$ cat config.mk
export PLATFORM = sky130hd
export DESIGN_NAME = dcache_port_arbiter
export DESIGN_NICKNAME = d
export VERILOG_FILES = /design/src/rtl/dcache_port_arbiter.sv
export SDC_FILE = /design/constraint.sdc
export NUM_CORES = 1
export LEC_CHECK = 0
export CORE_MARGIN = 3
export CORE_UTILIZATION = 44
export CTS_CLUSTER_DIAMETER = 40
export CTS_CLUSTER_SIZE = 24
export DETAILED_ROUTE_END_ITERATION = 7
export GPL_ROUTABILITY_DRIVEN = 0
export PLACE_DENSITY = 0.86
export SYNTH_ARGS = -nofsm -noshare
export SYNTH_HDL_FRONTEND = slang
export SYNTH_SLANG_ARGS = --single-unit
$ cat constraint.sdc
create_clock -name clk -period 2.2 [get_ports clk]
set_input_delay 0.22 -clock clk [delete_from_list [all_inputs] [get_ports clk]]
set_output_delay 0.22 -clock clk [all_outputs]
set_load 0.01 [all_outputs]
$ cat src/rtl/dcache_port_arbiter.sv
// Shares the single D-cache request port between the load-issue and retired-store paths,
// with one-entry holds, load-first arbitration, store starvation guard and branch squash/fix.
module dcache_port_arbiter #(
    parameter int ADDR_W     = 64,
    parameter int DATA_W     = 64,
    parameter int TAG_W      = 6,
    parameter int ROB_W      = 6,
    parameter int BRM_W      = 5,
    parameter int STARVE_MAX = 4
) (
    input  logic              clk,
    input  logic              rst,
    input  logic              ld_req_i,
    input  logic [ADDR_W-1:0] ld_addr_i,
    input  logic [TAG_W-1:0]  ld_dest_tag_i,
    input  logic [ROB_W-1:0]  ld_rob_idx_i,
    input  logic [BRM_W-1:0]  ld_br_mask_i,
    output logic              ld_rdy_o,
    input  logic              st_req_i,
    input  logic [ADDR_W-1:0] st_addr_i,
    input  logic [DATA_W-1:0] st_data_i,
    output logic              st_rdy_o,
    output logic              dc_req_o,
    output logic              dc_is_st_o,
    output logic [ADDR_W-1:0] dc_addr_o,
    output logic [DATA_W-1:0] dc_data_o,
    output logic [TAG_W-1:0]  dc_dest_tag_o,
    output logic [ROB_W-1:0]  dc_rob_idx_o,
    output logic [BRM_W-1:0]  dc_br_mask_o,
    input  logic              dc_stall_i,
    input  logic              rob_br_recovery_i,
    input  logic              rob_br_pred_correct_i,
    input  logic [BRM_W-1:0]  rob_br_tag_fix_i
);

    typedef enum logic {PREFER_LD = 1'b0, PREFER_ST = 1'b1} state_t;

    state_t            r_state, w_state_nxt;
    logic [3:0]        r_starve_cnt, w_starve_nxt;

    logic              r_ld_vld;
    logic [ADDR_W-1:0] r_ld_addr;
    logic [TAG_W-1:0]  r_ld_tag;
    logic [ROB_W-1:0]  r_ld_rob;
    logic [BRM_W-1:0]  r_ld_br_mask;
    logic              r_st_vld;
    logic [ADDR_W-1:0] r_st_addr;
    logic [DATA_W-1:0] r_st_data;

    // Pick frozen by a stalled presentation; only a transfer or load squash releases it.
    logic              r_lock_vld;
    logic              r_lock_st;

    logic              w_sq_ld, w_in_sq, w_ld_ok;
    logic              w_pick_ld, w_pick_st, w_req, w_xfer;
    logic [BRM_W-1:0]  w_fix_mask;

    // Recovery wins over a coincident correct-resolution.
    assign w_fix_mask = (rob_br_pred_correct_i & ~rob_br_recovery_i) ? rob_br_tag_fix_i : '0;
    assign w_sq_ld    = rob_br_recovery_i & (|(r_ld_br_mask & rob_br_tag_fix_i));
    assign w_in_sq    = rob_br_recovery_i & (|(ld_br_mask_i & rob_br_tag_fix_i));
    assign w_ld_ok    = r_ld_vld & ~w_sq_ld;
    assign w_xfer     = w_req & ~dc_stall_i;

    always_ff @(posedge clk) begin
        if (rst) begin
            r_state      <= PREFER_LD;
            r_starve_cnt <= '0;
        end else begin
            r_state      <= w_state_nxt;
            r_starve_cnt <= w_starve_nxt;
        end
    end

    always_comb begin
        w_pick_ld    = 1'b0;
        w_pick_st    = 1'b0;
        w_req        = 1'b0;
        w_state_nxt  = r_state;
        w_starve_nxt = r_starve_cnt;
        if (r_lock_vld && r_lock_st) begin
            w_pick_st = 1'b1;
        end else if (r_lock_vld && w_ld_ok) begin
            w_pick_ld = 1'b1;
        end else if (r_state == PREFER_ST) begin
            w_pick_st = r_st_vld;
            w_pick_ld = ~r_st_vld & w_ld_ok;
        end else begin
            w_pick_ld = w_ld_ok;
            w_pick_st = ~w_ld_ok & r_st_vld;
        end
        w_req = (w_pick_ld | w_pick_st) & ~rst;
        if (w_req && !dc_stall_i && w_pick_st) begin
            w_starve_nxt = '0;
            w_state_nxt  = PREFER_LD;
        end else if (r_st_vld && w_req && w_pick_ld) begin
            if (r_starve_cnt != 4'hF) w_starve_nxt = r_starve_cnt + 4'd1;
            if (w_starve_nxt >= 4'(STARVE_MAX)) w_state_nxt = PREFER_ST;
        end
    end

    always_ff @(posedge clk) begin
        if (rst) begin
            r_lock_vld   <= 1'b0;
            r_lock_st    <= 1'b0;
            r_ld_vld     <= 1'b0;
            r_ld_addr    <= '0;
            r_ld_tag     <= '0;
            r_ld_rob     <= '0;
            r_ld_br_mask <= '0;
            r_st_vld     <= 1'b0;
            r_st_addr    <= '0;
            r_st_data    <= '0;
        end else begin
            r_lock_vld <= w_req & dc_stall_i;
            r_lock_st  <= w_pick_st;
            if (r_ld_vld) begin
                if (w_sq_ld || (w_xfer && w_pick_ld)) r_ld_vld <= 1'b0;
                r_ld_br_mask <= r_ld_br_mask & ~w_fix_mask;
            end else if (ld_req_i && !w_in_sq) begin
                r_ld_vld     <= 1'b1;
                r_ld_addr    <= ld_addr_i;
                r_ld_tag     <= ld_dest_tag_i;
                r_ld_rob     <= ld_rob_idx_i;
                r_ld_br_mask <= ld_br_mask_i & ~w_fix_mask;
            end
            if (r_st_vld) begin
                if (w_xfer && w_pick_st) r_st_vld <= 1'b0;
            end else if (st_req_i) begin
                r_st_vld  <= 1'b1;
                r_st_addr <= st_addr_i;
                r_st_data <= st_data_i;
            end
        end
    end

    assign ld_rdy_o      = ~r_ld_vld;
    assign st_rdy_o      = ~r_st_vld;
    assign dc_req_o      = w_req;
    assign dc_is_st_o    = w_req & w_pick_st;
    assign dc_addr_o     = !w_req ? '0 : (w_pick_st ? r_st_addr : r_ld_addr);
    assign dc_data_o     = (w_req && w_pick_st) ? r_st_data : '0;
    assign dc_dest_tag_o = (w_req && w_pick_ld) ? r_ld_tag : '0;
    assign dc_rob_idx_o  = (w_req && w_pick_ld) ? r_ld_rob : '0;
    assign dc_br_mask_o  = (w_req && w_pick_ld) ? (r_ld_br_mask & ~w_fix_mask) : '0;

endmodule

## Word level (Yosys, flattened, before mapping)

Cells that the tools add are included.

| word-level totals | value |
|---|---|
| register bits | 218 |
| latch bits | 0 |
| memory bits (writable) | 0 |
| ROM bits | 0 |
| bits of input ports | 221 |
| output and inout bits | 149 |
| word-level logic and storage cells | 83 |
| memories | 0 |

| operators by class | value |
|---|---|
| $add $sub $neg | 1 |
| multiply operators | 0 |
| divide/modulo/power cells | 0 |
| $lt $le $gt $ge | 1 |
| equality and inequality tests | 1 |
| shifts and indexed selects | 0 |
| muxes and demuxes | 24 |
| bitwise gates (word level) | 23 |
| reduce and logical (&&, ||, !) cells | 21 |

Operators by type and width:

| kind | count |
|---|---|
| 64-bit two-way mux | 3 |
| 5-bit bitwise AND | 4 |
| 5-bit two-way mux | 4 |
| 1-bit two-way mux | 12 |
| 4-bit two-way mux | 3 |
| 6-bit two-way mux | 2 |
| 1-bit logical AND | 11 |
| 1-bit bitwise AND | 10 |
| 5-bit OR reduction | 2 |
| 1-bit inverter | 7 |
| 2-bit AND reduction | 3 |
| 5-bit inverter | 1 |
| 4-bit by 1-bit adder with 4-bit output, second input constant | 1 |
| 4-bit by 3-bit greater-or-equal comparator with 1-bit output, second input constant | 1 |
| 4-bit inequality test, second input constant | 1 |
| 1-bit zero test | 2 |
| 2-bit nonzero test | 1 |
| 2-bit OR reduction | 1 |
| 1-bit logical OR | 1 |
| 1-bit OR | 1 |

## Depth between registers and ports, before layout

Gate-level depths: netlist of the first run.

| depth | value |
|---|---|
| word-level depth | 18 |
| depth in mapped cells | 7 |
| mapped depth without buffers | 5 |

## Least setup slack after synthesis of the first run

No wires, ideal clock.

| timing path | value |
|---|---|
| path kind | register to output |
| start | reg r_ld_vld |
| end | out dc_data_o[54] |
| arrival | 1.754 ns |
| data required time | 1.980 ns |
| path slack | 0.226 ns |
| cell stages (with the launch flop) | 8 |
| buffers on the path | 3 |
| cell sequence | dfxtp_1 buf_4 or2b_1 o21ai_1 a221oi_1 buf_2 clkbuf_1 and2_1 |

| between the ends | value |
|---|---|
| cells in the longest elaborated chain, start to end | 10 |
| elaborated cells between the ends (all ways) | 15 |
| those cells by class | mux (7); bitwise (6); reduce/logical (2) |

Ends and longest elaborated chain:

| element | line | RTL |
|---|---|---|
| start: declaration | 41 | `logic r_ld_vld;` |
| start signal: assignment | 106 | `r_ld_vld <= 1'b0;` |
| start signal: assignment | 118 | `if (w_sq_ld \|\| (w_xfer && w_pick_ld)) r_ld_vld <= 1'b0;` |
| start signal: assignment | 121 | `r_ld_vld <= 1'b1;` |
| 1-bit bitwise AND (*) | 62 | `assign w_ld_ok = r_ld_vld & ~w_sq_ld;` |
| 1-bit inverter | 90 | `w_pick_st = ~w_ld_ok & r_st_vld;` |
| 1-bit bitwise AND | 90 |  |
| 1-bit two-way mux | 85 | `end else if (r_state == PREFER_ST) begin` |
| 1-bit two-way mux | 83 | `end else if (r_lock_vld && w_ld_ok) begin` |
| 1-bit two-way mux | 81 | `if (r_lock_vld && r_lock_st) begin` |
| 1-bit OR | 92 | `w_req = (w_pick_ld \| w_pick_st) & ~rst;` |
| 1-bit bitwise AND | 92 |  |
| 1-bit logical AND (*) | 142 | `assign dc_data_o = (w_req && w_pick_st) ? r_st_data : '0;` |
| 64-bit two-way mux (*) | 142 |  |
| end: declaration | 26 | `output logic [DATA_W-1:0] dc_data_o,` |

Mark *: on every way between the ends. The rest lies on a longest branch, timed or not.

## Worst setup path in the final report of the first run

| timing path | value |
|---|---|
| start | reg r_ld_vld |
| end | out dc_addr_o[56] |

| between the ends | value |
|---|---|
| cells in the longest elaborated chain, start to end | 9 |
| elaborated cells between the ends (all ways) | 15 |
| those cells by class | mux (8); bitwise (6); reduce/logical (1) |

Ends and longest elaborated chain:

| element | line | RTL |
|---|---|---|
| 1-bit bitwise AND (*) | 62 |  |
| 1-bit inverter | 90 |  |
| 1-bit bitwise AND | 90 |  |
| 1-bit two-way mux | 85 |  |
| 1-bit two-way mux | 83 |  |
| 1-bit two-way mux | 81 |  |
| 1-bit OR | 92 |  |
| 1-bit bitwise AND | 92 |  |
| 64-bit two-way mux (*) | 141 | `assign dc_addr_o = !w_req ? '0 : (w_pick_st ? r_st_addr : r_ld_addr);` |
| end: declaration | 25 | `output logic [ADDR_W-1:0] dc_addr_o,` |

Marked as above.

==> flow_metrics.py, run 1 <==
metrics = {
    "status": {
        "status": "finished, violations left",
        "violations": "setup timing",
    },
    "yosys": {
        "ys_seq_elements": 218,
        "synth_warnings": 0,
        "ys_top_cells_by_area": "dfxtp_1, a21oi_1, nand2_1",
        "synth_top_cell_by_area": "dfxtp_1",
        "ys_types": 41,
        "synth_edf_count": 0,
        "syn_nets": 1394,
        "synth_area_sq_mm": 0.009198,
        "synth_mux_area_share_pct": 0.1088,
        "synth_adder_area_share_pct": 0.1360,
        "yosysMostFrequentCell": "nand2_1",
        "synth_top_family_by_area": "compound AO/OA/AOI/OAI gates",
        "synth_xor_area_share_pct": 0.09523,
        "synth_common_cells": "nand2_1, dfxtp_1, a21oi_1",
        "synth_cells": 1172,
        "async_reset_ff_share_pct": 0,
        "syn_area_per_cell_sq_um": 7.848,
        "synth_compound_area_share_pct": 24.24,
        "synth-simple-area-share_pct": 22.99,
        "yosys.area.top_type_share_pct": 47.45,
        "ys.flop_type": "dfxtp_1",
        "yosysSeqAreaShare_pct": 47.45,
    },
    "pwr": {
        "leakage_nw": 6.280,
        "p_sw_share_pct": 26.40,
        "peakVddDrop_v": 0.0006874,
        "pwr-share-comb_pct": 17.3,
        "clkPwrFrac_pct": 44.5,
        "p_seq_share_pct": 38.3,
        "intPower_mw": 8.365,
        "p_switching_mw": 3.001,
        "p_per_area_mw_per_mm2": 739.0,
    },
    "layout": {
        "area_growth_pct": 67.22,
        "layout.nets": 1792,
        "drive_above_1_share_pct": 24.94,
        "post-route-util_pct": 75.52,
    },
    "worst_setup_path": {
        "path_buf_inv": 4,
        "crit_arrival_ps": 2490,
        "slowest_delay_ps": 370,
        "crit_chain": "a21bo_4, o31a_1, nor3_4, buf_6, buf_6, buf_6, a22o_1, buf_2",
        "crit_type": "reg -> out",
        "critPathLaunchType": "register",
        "cp-end-kind": "output pin",
        "path_max_fanout": 7,
        "slowest_stage": "dfxtp_4",
        "critPathTopFamily": "compound AO/OA/AOI/OAI gates",
        "required_ps": 1980,
        "crit_top_cell": "buf_6",
    },
    "clocking": {
        "cts_tree": "yes",
        "cts_buffer_depth": 3,
        "htreeDepth": 1,
        "clkTransAtPathRegs_ps": 60,
        "root_buffer": "clkbuf_16",
        "clock-sinks": 218,
        "clk_latency_ps": 540,
        "cts_buffers": 28,
    },
    "placement": {
        "numPortBuffers": 369,
        "place_hpwl_mm": 23.88,
        "place_ws_ps": -693.1,
    },
    "sta": {
        "setup_tns_ps": -50480,
        "final-setup-viol-count": 147,
        "finalMaxSlewViolations": 0,
        "slew_headroom_pct": 32.66,
        "skew_ps": 12.83,
        "worst_pin_slew_ps": 1010,
        "fmax_mhz": 369.5,
        "setup_ws_ps": -506.1,
        "hold_violations": 0,
        "period_minus_slack_ps": 2706,
        "fin_crit_sh_pct": 123.0,
        "rsz0062_at_grt": "yes",
    },
    "route": {
        "ant_nets": 0,
        "drc_errors": 0,
        "vias": 11030,
        "wirelength_mm": 41.51,
        "routed_via_density": 5.920,
        "wl_per_cell_um": 22.27,
        "drt_iter0_drc": 822,
        "drtPass1Iterations": 5,
    },
    "min_path": {
        "hold_class": "in -> reg",
    },
    "die": {
        "start_util_pct": 45.16,
        "coreArea_sq_mm": 0.02036,
        "fp-row-count": 52,
        "die_area_sq_mm": 0.02267,
        "fp.dieW_um": 150.6,
        "die_height_um": 150.6,
        "ioPinCount": 370,
    },
    "flow_run": {
        "cap_viol_max_count": 0,
    },
    "grt": {
        "grt_pass1_vias": 10630,
        "grt_max_degree": 212,
        "grt_overflow": 0,
        "antenna_found_initial": 3,
        "grt_pass1_wl_mm": 55.90,
        "grt_usage_pct": 30.86,
    },
}
[worst register-to-register path: stages, from the launching register on]
cell	delay, ps
dfxtp_1	380
buf_4	150
mux2i_2	310
buf_4	190
nand3_1	180
or4b_1	560
a211oi_1	230
[timing repair]
| item | in CTS | in global routing |
|---|---|---|
| endpoints found under the hold margin | 1 | 0 |
| setup buffers | 21 | 19 |
| endpoints found under the setup margin | 147 | 147 |
| cloned | 9 | 12 |
| pin swaps | 4 | 77 |
| hold buffers | 1 | 0 |
| gates resized for setup | 393 | 428 |
[final timing paths]
kind | start | cells after the start | end | slack [ps]
setup / recovery | r_ld_vld | 8 | dc_addr_o[56] | -510
hold reg to reg | r_st_data[12] | 2 | r_st_data[12] | 450
setup reg to reg | r_lock_vld | 6 | r_starve_cnt[1] | 100
hold / removal | rst | 3 | r_lock_vld | 70
[sequential cells by signal, indices dropped and copies added, names as in the netlist, 4 cells and up]
name and flops:
r_st_data 64, r_ld_br_mask 5, r_ld_tag 6, r_ld_rob 6, r_starve_cnt 4, r_st_addr 64
r_ld_addr 64
[cell type report]
class                   count  area [sq um]
inverters                   3         11.26
clock buffers              31         743.2
fillers                  1357          4985
flip-flops and latches    218          4372
well taps                 270         337.8
repair buffers            479          4935
multi-input cells         840          4681
diodes                      2         5.005
clock inverters            21         295.3
[layout by cell type (no fill, tap or decap), types with 22 or more instances in the layout]
cell,synthesis,final
a21oi_1,210,210
and2_4,0,63
clkbuf_16,0,39
a22o_1,67,65
clkdlybuf4s50_1,0,221
o21ai_0,77,77
nand2_1,266,264
buf_6,1,110
buf_2,15,56
dfxtp_1,218,214
nand3_1,82,82
buf_12,0,22
buf_4,1,37
[metrics by stage]
step | power (mW) | instance area [sq um] | instances | hold slack (ps)
global placement | 5.979 | 13520 | 1763 | 437.1
finish | 11.37 | 15380 | 1864 | 65.92
global route | 11.69 | 15380 | 1863 | 68.07
floorplan | 5.084 | 9198 | 1172 | 341.7
detailed placement | 6.026 | 13520 | 1763 | 441.8
CTS | 11.14 | 14850 | 1846 | 55.51
[power by group through the flow]
stage | Combinational [mW] | Clock, mW | Sequential (mW)
2_1_floorplan | 0.734 | 0 | 4.35
3_3_place_gp | 1.58 | 0 | 4.40
3_5_place_dp | 1.62 | 0 | 4.40
4_1_cts | 1.77 | 5.06 | 4.32
5_1_grt | 2.08 | 5.25 | 4.36
6_report | 1.96 | 5.05 | 4.35
[kinds of logic after synthesis]
| family | Yosys count |
|---|---|
| and+or+nand+nor | 458 |
| AOI/OAI and AO/OA | 379 |
| xor gates and xnor gates | 1 |
| muxes | 1 |
| DFF | 218 |
| adders and majority gates | 1 |
| buffers and inverters | 114 |
[routing by layer]
metal	routed length (um)	track usage [%]	up-vias
met5	16	0	-
met4	2480	14.64	2
met3	5081	10.75	193
met2	19700	52.72	745
met1	14230	34.40	5239
li1	-	-	4855
No activity file was read; power rests on OpenSTA's default activity.
==> run 2, diff against run 1 <==
--- a/config.mk
+++ b/config.mk
@@ -5,6 +5,7 @@
 export SDC_FILE = /design/constraint.sdc
 export NUM_CORES = 1
 export LEC_CHECK = 0
+export CORE_ASPECT_RATIO = 0.5
 export CORE_MARGIN = 3
 export CORE_UTILIZATION = 44
 export CTS_CLUSTER_DIAMETER = 40
==> flow_metrics.py, run 2 (synthesis results as in run 1) <==
metrics = {
    "status": {
        "status": "finished, violations left",
        "violations": "setup timing",
    },
    "placement": {
        "dp_cells": 1753,
        "numPortBuffers": 369,
        "place_hpwl_mm": 23.32,
    },
    "sta": {
        "fmax_mhz": 376.4,
        "hold_ws_ps": 73.19,
        "period_minus_slack_ps": 2657,
        "rsz0062_at_grt": "yes",
        "setup_ws_ps": -456.7,
        "setup_tns_ps": -49050,
        "worst_pin_slew_ps": 1176,
        "hold_violations": 0,
        "finalMaxSlewViolations": 0,
        "final-setup-viol-count": 147,
        "fin_crit_sh_pct": 120.8,
        "slew_headroom_pct": 21.60,
        "skew_ps": 26.27,
    },
    "route": {
        "drc_errors": 0,
        "ant_nets": 0,
        "vias": 10850,
        "drtPass1Iterations": 7,
        "wirelength_mm": 38.92,
        "wl_per_cell_um": 21.21,
        "drt_iter0_drc": 1345,
        "routed_via_density": 5.913,
    },
    "layout": {
        "antenna_cells": 0,
        "layout_commonest_cell": "nand2_1",
        "area_growth_pct": 62.74,
        "reg.largest.list": "r_ld_addr: 64 flops, r_st_addr: 64 flops, r_st_data: 64 flops",
        "post-route-util_pct": 74.84,
        "final_cells": 1835,
        "layout.nets": 1780,
        "drive_above_1_share_pct": 24.35,
        "final_cell_mix": "nand2_1, clkdlybuf4s50_1, dfxtp_1, a21oi_1, buf_6",
    },
    "grt": {
        "antenna_found_initial": 3,
        "grt_pass1_vias": 10420,
        "grt_pass1_wl_mm": 56.70,
        "grt_max_degree": 112,
        "grt_usage_pct": 30.88,
        "grt_overflow": 0,
    },
    "worst_setup_path": {
        "critPathTopFamily": "compound AO/OA/AOI/OAI gates",
        "path_buf_inv": 5,
        "reg2reg_to": "r_starve_cnt[1]",
        "crit_start": "r_ld_br_mask[1]",
        "cp-end-kind": "output pin",
        "crit_chain": "a22o_4, o31a_1, nor3_4, buf_6, buf_12, buf_16, buf_6, a22o_1, buf_2",
        "required_ps": 1980,
        "crit_arrival_ps": 2440,
        "crit_top_cell": "buf_6",
        "slowest_stage": "dfxtp_2",
        "crit_type": "reg -> out",
        "path_max_fanout": 7,
        "slowest_delay_ps": 340,
        "r2r_cells": 6,
        "endpoint": "dc_addr_o[25]",
        "r2r-start": "r_lock_vld",
        "crit_cells": 9,
        "r2r_slack_ps": 50,
        "critPathLaunchType": "register",
    },
    "die": {
        "die_height_um": 108.2,
        "start_util_pct": 45.99,
        "die_area_sq_mm": 0.02278,
        "coreArea_sq_mm": 0.02000,
        "fp-row-count": 36,
        "fp.dieW_um": 210.5,
        "ioPinCount": 370,
    },
    "clocking": {
        "root_buffer": "clkbuf_16",
        "clkTransAtPathRegs_ps": 70,
        "cts_tree": "yes",
        "clock-sinks": 218,
        "clk_latency_ps": 510,
        "htreeDepth": 1,
        "cts_buffer_depth": 3,
        "cts_buffers": 19,
    },
    "pwr": {
        "p_per_area_mw_per_mm2": 652.2,
        "leakage_nw": 6.106,
        "peakVddDrop_v": 0.0005877,
    },
    "min_path": {
        "holdPathStages": 3,
        "hold_class": "in -> reg",
    },
    "flow_run": {
        "cap_viol_max_count": 0,
    },
}
[run 2: changes by cell type in the layout (fill, tap and decap cells not counted), moves of 5 or more]
cell	change
buf_16	+6
buf_4	+8
clkbuf_16	-16
buf_2	+5
and2_4	+11
clkbuf_2	-13
and2_1	-11
clkinvlp_4	-5
[run 2: repair_timing]
action,4_1_cts,5_1_grt
hold endpoints to repair,1,0
buffers inserted,34,10
resized for setup,679,173
hold buffers,1,0
endpoints found under the setup margin,147,149
pin swaps,16,102
gates cloned,15,4
[run 2: final cells by class]
cell class / instances / area [sq um]
multi-input cells: 840 / 4673
flip-flops and latches: 218 / 4370
well taps: 266 / 332.8
clock buffers: 22 / 496.7
inverters: 3 / 11.26
repair buffers: 476 / 4945
clock inverters: 10 / 138.9
fillers: 1286 / 5031
[run 2: per-stage QoR]
stage / setup WS [ps] / area, sq um / power, mW
6_report: -456.7 / 14970 / 9.762
5_1_grt: -502.1 / 14970 / 10.09
4_1_cts: -434.0 / 14570 / 9.670
3_5_place_dp: -573.6 / 13470 / 5.990
3_3_place_gp: -562.7 / 13470 / 5.930
2_1_floorplan: 226.2 / 9198 / 5.084
[run 2: tightest hold or removal path, delay by kind of cell]
kind | cells | cell delay [ps]
and+or+nand+nor | 1 | 70
AOI/OAI and AO/OA | 1 | 90
buffers and inverters | 1 | 130
[run 2: worst min path at each step]
stage	from	end	slack [ps]
floorplan	dc_stall_i	r_lock_vld	340
finish	rst	r_st_vld	70
detailed placement	r_st_data[2]	r_st_data[2]	440
CTS	rst	r_st_vld	30
global route	rst	r_st_vld	60
global placement	r_st_data[18]	r_st_data[18]	440
[run 2: power breakdown]
part / internal [mW] / total, mW / leakage [nW] / switching (mW)
registers: 4.18 / 4.34 / 1.79 / 0.155
clock network: 1.90 / 3.49 / 0.308 / 1.59
logic: 0.998 / 1.93 / 4.01 / 0.932
total: 7.08 / 9.76 / 6.11 / 2.68
[run 2: routing by layer]
| metal | vias to the layer above | track usage (%) | wire length (um) |
|---|---|---|---|
| li1 | 4816 | - | - |
| met1 | 5072 | 36.05 | 14430 |
| met2 | 756 | 53.98 | 18620 |
| met3 | 200 | 7.681 | 3478 |
| met4 | 6 | 14.80 | 2355 |
| met5 | - | 0 | 43 |
